`config.mk`:
```
export PLATFORM = sky130hd
export DESIGN_NAME = rf_wb_arbiter
export DESIGN_NICKNAME = d
export VERILOG_FILES = /design/src/rtl/rf_wb_arbiter_pkg.sv /design/src/rtl/rf_wb_arbiter_rr_priority_pick.sv /design/src/rtl/rf_wb_arbiter.sv
export SDC_FILE = /design/constraint.sdc
export NUM_CORES = 1
export LEC_CHECK = 0
export ABC_AREA = 1
export ABC_CLOCK_PERIOD_IN_PS = 3100
export BUFFER_PORTS_ARGS = -buffer_cell sky130_fd_sc_hd__clkbuf_2
export CORE_MARGIN = 2
export CORE_UTILIZATION = 38
export CTS_CLUSTER_DIAMETER = 200
export CTS_CLUSTER_SIZE = 25
export DETAILED_ROUTE_END_ITERATION = 10
export PLACE_DENSITY = 0.78
export SLEW_MARGIN = 10
export SYNTH_ARGS = -nofsm -noshare
export SYNTH_HDL_FRONTEND = slang
export SYNTH_SLANG_ARGS = --single-unit
```
`constraint.sdc`:
```
create_clock -name clk -period 3.1 [get_ports clk]
set_clock_uncertainty 0.1 [all_clocks]
set_input_delay 0.62 -clock clk [delete_from_list [all_inputs] [get_ports clk]]
set_output_delay 0.62 -clock clk [all_outputs]
set_load 0.02 [all_outputs]
```
`src/rtl/rf_wb_arbiter_pkg.sv`:
```
//==============================================================
// rf_wb_arbiter_pkg : shared constants for the writeback arbiter
// Rev 1.0
//==============================================================
`default_nettype none

package rf_wb_arbiter_pkg;

  localparam int NREQ_DEF = 4;
  localparam int AW_DEF   = 5;
  localparam int DW_DEF   = 32;

  localparam int REQ_ALU  = 0;
  localparam int REQ_LD   = 1;
  localparam int REQ_LINK = 2;
  localparam int REQ_MUL  = 3;

  localparam int RF_ZERO_ADDR = 0;

  // Pointer width; a single requester still needs a 1-bit pointer
  function automatic int ptr_width(input int n);
    return (n > 1) ? $clog2(n) : 1;
  endfunction

endpackage

`default_nettype wire

```
`src/rtl/rf_wb_arbiter_rr_priority_pick.sv`:
```
//==============================================================
// rr_priority_pick : rotating find-first, one-hot grant plus index
// Rev 1.0
//==============================================================
`default_nettype none

module rr_priority_pick
  import rf_wb_arbiter_pkg::*;
#(
  parameter int NREQ = NREQ_DEF,
  parameter int PW   = ptr_width(NREQ)
) (
  input  logic [NREQ-1:0] req_i,
  input  logic [PW-1:0]   ptr_i,
  output logic [NREQ-1:0] grant_o,
  output logic [PW-1:0]   idx_o,
  output logic            valid_o
);

  logic [NREQ-1:0] w_rot;
  logic [PW-1:0]   w_ff;
  logic [PW:0]     w_sum;

  // Bit k of w_rot is the requester k places after ptr
  always_comb begin
    w_rot = '0;
    for (int k = 0; k < NREQ; k++) begin
      w_rot[k] = req_i[(int'(ptr_i) + k) % NREQ];
    end
  end

  always_comb begin
    w_ff = '0;
    for (int k = NREQ - 1; k >= 0; k--) begin
      if (w_rot[k]) begin
        w_ff = PW'(k);
      end
    end
  end

  assign w_sum   = {1'b0, w_ff} + {1'b0, ptr_i};
  assign valid_o = |w_rot;

  always_comb begin
    idx_o = (w_sum >= (PW+1)'(NREQ)) ? PW'(w_sum - (PW+1)'(NREQ)) : w_sum[PW-1:0];
    grant_o = valid_o ? (NREQ'(1) << idx_o) : '0;
  end

endmodule

`default_nettype wire

```
`src/rtl/rf_wb_arbiter.sv`:
```
//==============================================================
// rf_wb_arbiter : round-robin share of the register-file write port
// Rev 1.0
//==============================================================
`default_nettype none

module rf_wb_arbiter
  import rf_wb_arbiter_pkg::*;
#(
  parameter int NREQ = NREQ_DEF,
  parameter int AW   = AW_DEF,
  parameter int DW   = DW_DEF
) (
  input  logic               clk,
  input  logic               rst,
  input  logic               hold,
  input  logic [NREQ-1:0]    req,
  input  logic [NREQ*AW-1:0] req_addr,
  input  logic [NREQ*DW-1:0] req_data,
  output logic [NREQ-1:0]    ack,
  output logic               rf_we,
  output logic [AW-1:0]      rf_waddr,
  output logic [DW-1:0]      rf_wdata,
  output logic               busy
);

  localparam int PW = ptr_width(NREQ);

  logic [PW-1:0]   ptr_q,      ptr_d;
  logic            rf_we_q,    rf_we_d;
  logic [AW-1:0]   rf_waddr_q, rf_waddr_d;
  logic [DW-1:0]   rf_wdata_q, rf_wdata_d;

  logic [NREQ-1:0] w_req_elig;
  logic [NREQ-1:0] w_grant;
  logic [PW-1:0]   w_idx;
  logic            w_valid;
  logic [AW-1:0]   w_sel_addr;
  logic [DW-1:0]   w_sel_data;

  // Reset outranks hold, hold outranks requests: both simply blank eligibility
  assign w_req_elig = (rst || hold) ? '0 : req;

  rr_priority_pick #(
    .NREQ (NREQ),
    .PW   (PW)
  ) u_pick (
    .req_i   (w_req_elig),
    .ptr_i   (ptr_q),
    .grant_o (w_grant),
    .idx_o   (w_idx),
    .valid_o (w_valid)
  );

  assign w_sel_addr = req_addr[w_idx*AW +: AW];
  assign w_sel_data = req_data[w_idx*DW +: DW];

  always_comb begin
    ptr_d      = ptr_q;
    rf_we_d    = 1'b0;
    rf_waddr_d = rf_waddr_q;
    rf_wdata_d = rf_wdata_q;
    if (w_valid) begin
      ptr_d      = (w_idx == PW'(NREQ - 1)) ? '0 : w_idx + 1'b1;
      // r0 is hardwired: the transfer is acked but never written
      rf_we_d    = (w_sel_addr != AW'(RF_ZERO_ADDR));
      rf_waddr_d = w_sel_addr;
      rf_wdata_d = w_sel_data;
    end
  end

  always_ff @(posedge clk) begin
    if (rst) begin
      ptr_q      <= '0;
      rf_we_q    <= 1'b0;
      rf_waddr_q <= '0;
      rf_wdata_q <= '0;
    end else begin
      ptr_q      <= ptr_d;
      rf_we_q    <= rf_we_d;
      rf_waddr_q <= rf_waddr_d;
      rf_wdata_q <= rf_wdata_d;
    end
  end

  assign ack      = w_grant;
  assign busy     = (|req) & ~(|w_grant);
  assign rf_we    = rf_we_q;
  assign rf_waddr = rf_waddr_q;
  assign rf_wdata = rf_wdata_q;

endmodule

`default_nettype wire

```
==> flow_summary.yaml <==
logic_synthesis:
  synth_edf_count: 0
  synth_top_flop_cell: "dfxtp_1"
  synth.yosys.seq_area_share_pct: 28.7
  number_of_warning_messages_in_the_yosys_log: 0
  asyncSetResetFlopFracSynth_pct: 0
  postSynthAreaPerCell_sq_um: 5.80
  netlist_top_cells_area: "dfxtp_1 (29%), nor2_1 (19%), o21ai_0 (12%), nand3_1 (9.0%), nand2_1 (7.0%)"
  synth_top_area_cell: "dfxtp_1"
  post_syn_instances: 481
  syn-cell-area_sq_um: 2790
  synth_largest_type_area_fraction_pct: 28.7
  synthTopCellsByCount: "nor2_1 (141), o21ai_0 (68), nand2_1 (52)"
  ys_ff_latch: 40
  synth_most_common_cell: "nor2_1"
  synth.lib_cells_used.distinct: 26
  postSynthNetCount: 638
global_route:
  global_route.overflow_total: 0
  groute.usage.overall_pct: 22.2
  grt_first_pass_wirelength_mm: 14.1
  grt_start_max_net_pins: 77
  grt_pass1_vias: 3308
  grt_antenna_before_repair: 0
detailed_routing:
  drc: 0
  drt_pre_antenna_iters: 6
  wl_mm: 9.18
  drt-initial-drc-count: 79
  via_count: 3724
  postRouteAntennaNets: 0
  wire_per_inst_microns: 11.9
  route.detailed.vias_per_inst: 4.82
cts:
  cts-htree-levels: 2
  clock-sinks: 40
  ctsHoldBuffers: 0
  cts-root-buf: "clkbuf_8"
  insertion_delay_ns: 0.28
  clk_transition_reported_paths_ns: 0.07
  tritoncts: "yes"
  clk_path_buf_depth: 2
  cts_buffers: 5
placed_design:
  routabilityCongestion: 0.838
  place_hpwl_mm: 6.76
  port_buffers: 197
sta:
  maxSlewViolCount: 0
  worst_slew_pin_slew_ns: 0.887
  fmaxAchievable_ghz: 0.309
  timing.final.setup_violations: 5
  layout_setup_ws_ns: -0.131
  fin_crit_sh_pct: 104
  grt_setup_unrepaired: "true"
  hold_viol: 0
  max-slew-margin-rel_pct: 40.8
  min_period_ns: 3.23
worst_setup_path:
  timing.reg2reg.worst_path_depth: 17
  rrSetupSlack_ns: 0.32
  end_kind: "primary output"
  rr_startpoint: "ptr_q[0]"
  r2r-end: "rf_wdata[15]"
  cp_slowest_stage_delay_ns: 0.19
  cp_max_fo: 7
  cp.buffers_inverters: 4
  cp.arrival_ns: 2.51
  slowest_cell_on_the_critical_path: "ha_2"
  crit_path_cell_trace: "buf_6 -> nor2_4 -> buf_6 -> nand3_4 -> nand3_2 -> nand2_2 -> a21oi_2 -> nor2_2 -> ha_2 -> xor2_2 -> inv_1 -> nand3_2 -> nand2_4 -> nand2_4 -> nor2_4 -> nor3_4 -> clkbuf_8"
  critical_path.top_delay_family: "simple AND/OR/NAND/NOR gates"
  start_kind: "input pin"
  cp_data_required_time_ns: 2.38
  worstSetupPathType: "in2out"
finish:
  fin_nets: 830
  antenna-diode-count: 0
  layout-area-overhead-vs-synth_pct: 50.7
  drive_above_1_share_pct: 39.4
  finish.utilization_pct: 58.6
  nFillCells: 698
hold_path:
  hp-class: "reg2reg"
  timing.hold.worst_path_depth: 2
  timing.hold.worst_endpoint: "rf_wdata[29]"
  timing.hold.worst.start: "rf_wdata[29]"
outcome:
  failing_checks: "setup timing"
  run_status: "finished, violations left"
floorplanning:
  core.rowCount: 31
  die_x_microns: 89.7
  core_area_sq_um: 7180
  io-pin-count: 198
  initial_utilization_pct: 38.9
  design.die.area_sq_um: 8040
  chipHeight_microns: 89.7
job:
  cap_violations: 0
==> area by class of cell <==
type                            count  area, sq um  area share [%]
Timing Repair Buffer              216         1190            28.3
Inverter                           45          169            4.02
Sequential cell                    40          808            19.2
Clock buffer                        7         96.3            2.29
Tap cell                           99          124            2.95
Multi-Input combinational cell    365         1810            43.2
==> tightest hold or removal path, stage by stage, from the launching register on <==
cell and delay [ns]:
dfxtp_1 0.31, inv_1 0.05, o21ai_1 0.05
==> per-stage QoR <==
stage / hold slack, ns / worst slack [ns] / TNS, ns / instance area [sq um] / instances
after detailed placement: 0.347 / -0.168 / -0.564 / 3930 / 760
final: 0.357 / -0.131 / -0.470 / 4200 / 772
after global routing: 0.375 / -0.247 / -1.11 / 4200 / 772
after global placement: 0.342 / -0.0969 / -0.266 / 3930 / 760
after CTS: 0.362 / -0.126 / -0.474 / 4080 / 771
after floorplan: 0.427 / -0.0517 / -0.0517 / 2830 / 481
==> registers in the layout, indices dropped and copies added (netlist names) <==
signal    count
rf_we         1
rf_waddr      5
ptr_q         2
rf_wdata     32
==> worst max-delay path by stage <==
stage | start | end | slack [ns] | cells past startpoint
after floorplan | rst | busy | -0.05 | 12
final | rst | busy | -0.13 | 17
after global routing | rst | busy | -0.25 | 17
after global placement | rst | busy | -0.1 | 17
after detailed placement | rst | busy | -0.17 | 17
after CTS | hold | busy | -0.13 | 17
==> cell families (layout without fill, tap and decap cells) <==
kind of cell	after synthesis	after routing	share of synthesized area (%)
xor gates and xnor gates	2	2	0.897
and+or+nand+nor	252	252	37.2
AOI/OAI and AO/OA	109	109	21.0
adders and majority gates	2	2	0.897
DFF	40	40	28.7
buffers and inverters	76	268	11.2
==> what timing repair did <==
action                                 in CTS  in global routing
setup endpoints to repair                   5                 30
pin swaps                                   4                 10
setup buffers                               4                  1
gates resized for setup                     7                 29
endpoints found under the hold margin       0                  0
gates cloned                                0                  0
==> cells in the final DEF (no fill, tap or decap), types with 3 or more instances in the layout <==
cell      instances
o21ai_1          28
nand2_2           4
nand3_2           6
nand3_1          42
nand2_1          49
nor2_1          139
o21ai_0          68
buf_4            16
clkbuf_2        191
o21ai_2          11
dfxtp_1          38
nor3_4            3
clkbuf_8          8
inv_2             3
inv_1            42
buf_6             4
==> per-layer routing <==
| layer | track usage, % | up-vias | wire, microns | share of wire, % |
|---|---|---|---|---|
| li1 | - | 1921 | - | - |
| met1 | 24.9 | 1655 | 3780 | 41 |
| met2 | 41.6 | 133 | 4690 | 51 |
| met3 | 5.03 | 15 | 568 | 6.2 |
| met4 | 6.51 | 0 | 147 | 1.6 |
| met5 | 0 | - | 0 | 0 |
Power is not shown: default switching activity piles up to over one toggle a cycle in this logic, so the estimate is an artifact.
